$ cat src/rtl/dmem_arbiter.sv
// Two-port arbiter onto a single-port synchronous data RAM (CPU + debug/loader).
// Each access runs IDLE -> ISSUE -> WAIT; the CPU is preferred except when its burst budget is spent.
module dmem_arbiter #(
    parameter int ADDR_W    = 10,
    parameter int CPU_BURST = 4
) (
    input  logic              clk,
    input  logic              rst,
    input  logic              cpu_req,
    input  logic              cpu_we,
    input  logic [31:0]       cpu_addr,
    input  logic [31:0]       cpu_wdata,
    output logic [31:0]       cpu_rdata,
    output logic              cpu_done,
    output logic              cpu_stall,
    input  logic              dbg_req,
    input  logic              dbg_we,
    input  logic [31:0]       dbg_addr,
    input  logic [31:0]       dbg_wdata,
    output logic [31:0]       dbg_rdata,
    output logic              dbg_done,
    output logic              ram_en,
    output logic [3:0]        ram_we,
    output logic [ADDR_W-1:0] ram_addr,
    output logic [31:0]       ram_din,
    input  logic [31:0]       ram_dout,
    output logic              busy
);

    typedef enum logic [1:0] {S_IDLE, S_ISSUE, S_WAIT} state_t;

    typedef struct packed {
        logic              we;
        logic [ADDR_W-1:0] addr;
        logic [31:0]       wdata;
    } acc_t;

    state_t     state, state_nxt;
    acc_t       cpu_acc, dbg_acc, lat;
    logic       gnt;
    logic [3:0] burst_cnt;
    logic       arb, pick_dbg, burst_full;
    logic       unused_addr;

    assign cpu_acc = '{we: cpu_we, addr: cpu_addr[ADDR_W+1:2], wdata: cpu_wdata};
    assign dbg_acc = '{we: dbg_we, addr: dbg_addr[ADDR_W+1:2], wdata: dbg_wdata};

    // Out-of-range and byte-offset address bits are intentionally dropped (wrap).
    assign unused_addr = ^{cpu_addr[31:ADDR_W+2], cpu_addr[1:0],
                           dbg_addr[31:ADDR_W+2], dbg_addr[1:0]};

    assign burst_full = (burst_cnt == 4'(CPU_BURST));
    assign arb        = (state == S_IDLE) && (cpu_req || dbg_req);
    assign pick_dbg   = dbg_req && (!cpu_req || burst_full);

    // Winner's request is latched so the RAM port is driven from registers.
    always_ff @(posedge clk or posedge rst) begin
        if (rst) begin
            lat       <= '0;
            gnt       <= 1'b0;
            burst_cnt <= 4'd0;
        end else if (arb) begin
            lat <= pick_dbg ? dbg_acc : cpu_acc;
            gnt <= pick_dbg;
            if (pick_dbg || !dbg_req)
                burst_cnt <= 4'd0;
            else if (!burst_full)
                burst_cnt <= burst_cnt + 4'd1;
        end
    end

    always_ff @(posedge clk or posedge rst) begin
        if (rst) state <= S_IDLE;
        else     state <= state_nxt;
    end

    always_comb begin
        state_nxt = state;
        case (state)
            S_IDLE:  if (cpu_req || dbg_req) state_nxt = S_ISSUE;
            S_ISSUE: state_nxt = S_WAIT;
            S_WAIT:  state_nxt = S_IDLE;
            default: state_nxt = S_IDLE;
        endcase
    end

    always_comb begin
        ram_en    = 1'b0;
        ram_we    = 4'h0;
        cpu_done  = 1'b0;
        dbg_done  = 1'b0;
        cpu_rdata = 32'h0;
        dbg_rdata = 32'h0;
        case (state)
            S_ISSUE: begin
                ram_en = 1'b1;
                ram_we = lat.we ? 4'hF : 4'h0;
            end
            S_WAIT: begin
                cpu_done = !gnt;
                dbg_done = gnt;
                if (!lat.we) begin
                    if (gnt) dbg_rdata = ram_dout;
                    else     cpu_rdata = ram_dout;
                end
            end
            default: ;
        endcase
    end

    assign ram_addr  = lat.addr;
    assign ram_din   = lat.wdata;
    assign busy      = (state != S_IDLE);
    assign cpu_stall = cpu_req & ~cpu_done;

endmodule

$ cat config.mk
export PLATFORM = sky130hd
export DESIGN_NAME = dmem_arbiter
export DESIGN_NICKNAME = d
export VERILOG_FILES = /design/src/rtl/dmem_arbiter.sv
export SDC_FILE = /design/constraint.sdc
export NUM_CORES = 1
export LEC_CHECK = 0
export CAP_MARGIN = 5
export CELL_PAD_IN_SITES_DETAIL_PLACEMENT = 0
export CELL_PAD_IN_SITES_GLOBAL_PLACEMENT = 1
export CORE_ASPECT_RATIO = 0.9
export CORE_MARGIN = 5
export CORE_UTILIZATION = 18
export CTS_CLUSTER_SIZE = 8
export DETAILED_ROUTE_END_ITERATION = 12
export HOLD_SLACK_MARGIN = 0.06
export PLACE_DENSITY_LB_ADDON = 0.05
export SLEW_MARGIN = 10
export SYNTH_ARGS = -nofsm -noshare
export SYNTH_HDL_FRONTEND = slang
export SYNTH_SLANG_ARGS = --single-unit
$ cat constraint.sdc
create_clock -name clk -period 1.7 [get_ports clk]
set_input_delay 0.34 -clock clk [delete_from_list [all_inputs] [get_ports clk]]
set_output_delay 0.34 -clock clk [all_outputs]
set_load 0.05 [all_outputs]
==> impl_results.md <==
* Status: finished, violations left
* Failing checks: negative setup slack
* First-pass GRT wire length at 20,190 microns
* Syn Area/Cell at ~7.3 sq um
* Non-Filler Instances at 868
* DR vias/cell at 4.022
* Final routed DRC violation total at 0
* Area grow syn2layout at 127.1%
* Rows at between 40 and 50
* Setup violations, final at 71
* Ant diodes at 0
* Port bufs at between 200 and 250
* Die Y at between 100 and 150 microns
* Routed via count at about 3,500
* Flops & latches, synth at 50
* Initial antenna violation count at 1
* Metal3 WL at between 1000 and 1500 microns
* Area of the multi-input gates at 1887 sq um
* Max Fclk at ~0.5 GHz
* Reg2Reg Setup Slack at roughly 90 ps
* Worst R2R Start: state[0]
* Data arrival time of the critical path at approximately 1700 ps
* DP Area at 6546 sq um
* All-Layer GR Usage at between 10% and 20%
* Reg clk slew, reported paths at 70 ps
* Pwr Density at around 1500 nW/um^2
* Final Net Count at 800
* Final min period at around 2000 ps
* Core Box Area at 17,000 sq um
* Fillers at 1,713
* DR top layer: met5
* Placed cells at 848
* Share of cells above drive strength 1 at between 30% and 40%
* Sequential cell area at approximately 1300 sq um
* Final global-route overflow total at 0
* Die span in x at 149.0 microns
* Synth unique cells at 28
* Routed met1 length at 5681 microns
* Hold Crit Class: input pin to asynchronous set/reset pin
* Critical Path RT at about 1400 ps
* CTS max path bufs at 2
* Met2 Wirelength at roughly 7100 microns
* Slew of the pin with the lowest slew margin at around 370 ps
* WL final at 13,860 microns
* H-Tree Level Count at 2
* Seq/Total Area, Yosys at between 30% and 40%
* Final Util at 41.81%
* Synth warn at 0
* Starting density of the core at 18.41%
* Max rail drop VDD at roughly 0.00075 V
* Worst-path fanout max at 9
* First DRT Iteration DRCs at 64
* Critical Path Start Type: flop
* Final critical-path share of the clock period at 116.9%
* IO Count at approximately 280
* Crit path kind: flop to output pin
* Final WS setup at -287.5 ps
* Post-Syn Nets at slightly below 600
* Relative slew slack at about 75%
* Unrepaired setup endpoints after global routing: yes
* DR pass1 iterations at 4
* Static Leak at 2.798 nW
* Placed wire-length estimate at about 11,000 microns
* Slew Viols, Final at 0
* Final instance area at approximately 7000 sq um
* CTS Hold Bufs at 0
* Fin. Hold Viols at 0
* Detail Route Antenna Nets at 0
* Root Buffer: clkbuf_16
* Post-Syn Instances at roughly 430
* Reg2Reg Depth at 6
* Cell area after synthesis at between 3000 and 4000 sq um
* CTS buffer count at 5
* Crit end category: output pin
* Largest net degree at the start of global routing at 35
* Max_cap viols at 0
* R2R Path End: ram_din[19]
* Die area at around 20,000 sq um
* Clock Sinks at 50
* WL/cell at between 15 and 20 microns
* Routability cong. at roughly 0.75
* CTS tree: done
* Worst Clk Skew at roughly 7.5 ps
* Vias in the first global route at between 3,000 and 4,000
* Skew-Pair Late Insertion Delay at about 290 ps
==> registers in the layout, indices dropped and copies added (netlist names) <==
signal and flops:
burst_cnt 4, lat 1, state 2, ram_din 32, gnt 1, ram_addr 10
==> synth_stat cells <==
master / count / area [sq um]
or2_1: 1 / 6.260
nand4_1: 1 / 6.260
or4_1: 1 / 7.510
ha_1: 2 / 25.02
a21bo_2: 1 / 10.01
dfrtp_1: 50 / 1251
nand2b_1: 32 / 200.2
nand3b_1: 2 / 15.01
nand2_1: 47 / 176.4
a21oi_1: 86 / 430.4
o21ai_0: 1 / 5.000
o31ai_1: 1 / 7.510
buf_2: 6 / 30.03
inv_2: 1 / 3.750
clkbuf_1: 21 / 78.83
or2_4: 1 / 8.760
a21boi_1: 1 / 7.510
nor4b_1: 1 / 8.760
o21ai_1: 1 / 5.000
nand3_1: 3 / 15.01
o22ai_1: 1 / 6.260
nor2b_1: 2 / 12.51
inv_1: 5 / 18.77
buf_4: 48 / 360.4
nor2_1: 108 / 405.4
and2_1: 2 / 12.51
a21o_1: 1 / 7.510
or3b_2: 1 / 8.760
==> where the power goes <==
part	switching, W	total (W)	internal (W)
logic	0.00488	0.00779	0.00291
registers	0.000307	0.00207	0.00176
clock network	0.000452	0.000999	0.000547
==> cell families after synthesis <==
group                      synth area share (%)
AOI/OAI and AO/OA                         15.31
DFF                                       39.97
adders and majority gates                0.7992
buffers and inverters                     15.71
and+or+nand+nor                           28.22
==> metrics by stage <==
stage	TNS (ps)	worst slack, ps	power (W)	hold slack (ps)
6_report	-14850	-287.5	0.01086	361.0
3_5_place_dp	-6199	-170.3	0.009611	516.3
5_1_grt	-19520	-353.3	0.01150	385.2
3_3_place_gp	-5665	-143.7	0.009584	503.0
2_1_floorplan	-9184	-161.3	0.007538	468.9
4_1_cts	-15790	-307.0	0.01079	360.9
==> area by class of cell <==
| type | instances | area share [%] |
|---|---|---|
| tap | 235 | 4.136 |
| multi-input combinational | 297 | 26.54 |
| sequential | 50 | 17.60 |
| timing repair buffer | 272 | 49.31 |
| inverter | 6 | 0.4048 |
| clock buffer | 6 | 1.813 |
| clock inverter | 2 | 0.1936 |
==> cells in the final DEF (no fill, tap or decap), drive strengths merged <==
| cell type | synthesis | routed |
|---|---|---|
| buf | 54 | 147 |
| clkdlybuf4s50 | 0 | 121 |
| nor2 | 108 | 108 |
| a21oi | 86 | 86 |
| dfrtp | 50 | 50 |
| nand2 | 47 | 47 |
| nand2b | 32 | 32 |
| clkbuf | 21 | 10 |
| inv | 6 | 5 |
| nand3 | 3 | 3 |
| nand3b | 2 | 2 |
| or2 | 2 | 2 |
| ha | 2 | 2 |
| nor2b | 2 | 2 |
| and2 | 2 | 2 |
| o21ai | 2 | 2 |
| clkinv | 0 | 2 |
| a21bo | 1 | 1 |
| a21boi | 1 | 1 |
| o31ai | 1 | 1 |
| o22ai | 1 | 1 |
| or3b | 1 | 1 |
| clkinvlp | 0 | 1 |
| nor4b | 1 | 1 |
| a21o | 1 | 1 |
| or4 | 1 | 1 |
| nand4 | 1 | 1 |
==> how the worst max path moves through the flow <==
stage                  start            end  slack [ps]  cells past startpoint
floorplan           state[0]  dbg_rdata[20]        -160                      3
global placement     dbg_req   burst_cnt[1]        -140                      7
detailed placement   dbg_req    ram_din[13]        -170                      7
CTS                 state[0]  cpu_rdata[31]        -310                      4
global route        state[0]  dbg_rdata[31]        -350                      6
finish              state[0]  dbg_rdata[31]        -290                      6
==> critical path, cell delays in order, from the launching register on <==
cell and delay, ps:
dfrtp_1 380, buf_4 140, nand3b_1 160, buf_6 150, buf_12 150, nor2_1 190
buf_12 170
==> timing repair <==
item / CTS / global route
endpoints found under the setup margin: 71 / 117
cloned: 0 / 5
pin swaps: 0 / 14
resized for setup: 35 / 31
setup buffers: 2 / 5
==> layer usage <==
layer / global-route usage (%) / vias to the layer above
met2: 22.32 / 113
met1: 15.77 / 1634
li1: - / 1734
met5: 0 / -
met4: 2.288 / 2
met3: 3.691 / 8
No activity file was read; power rests on OpenSTA's default activity.
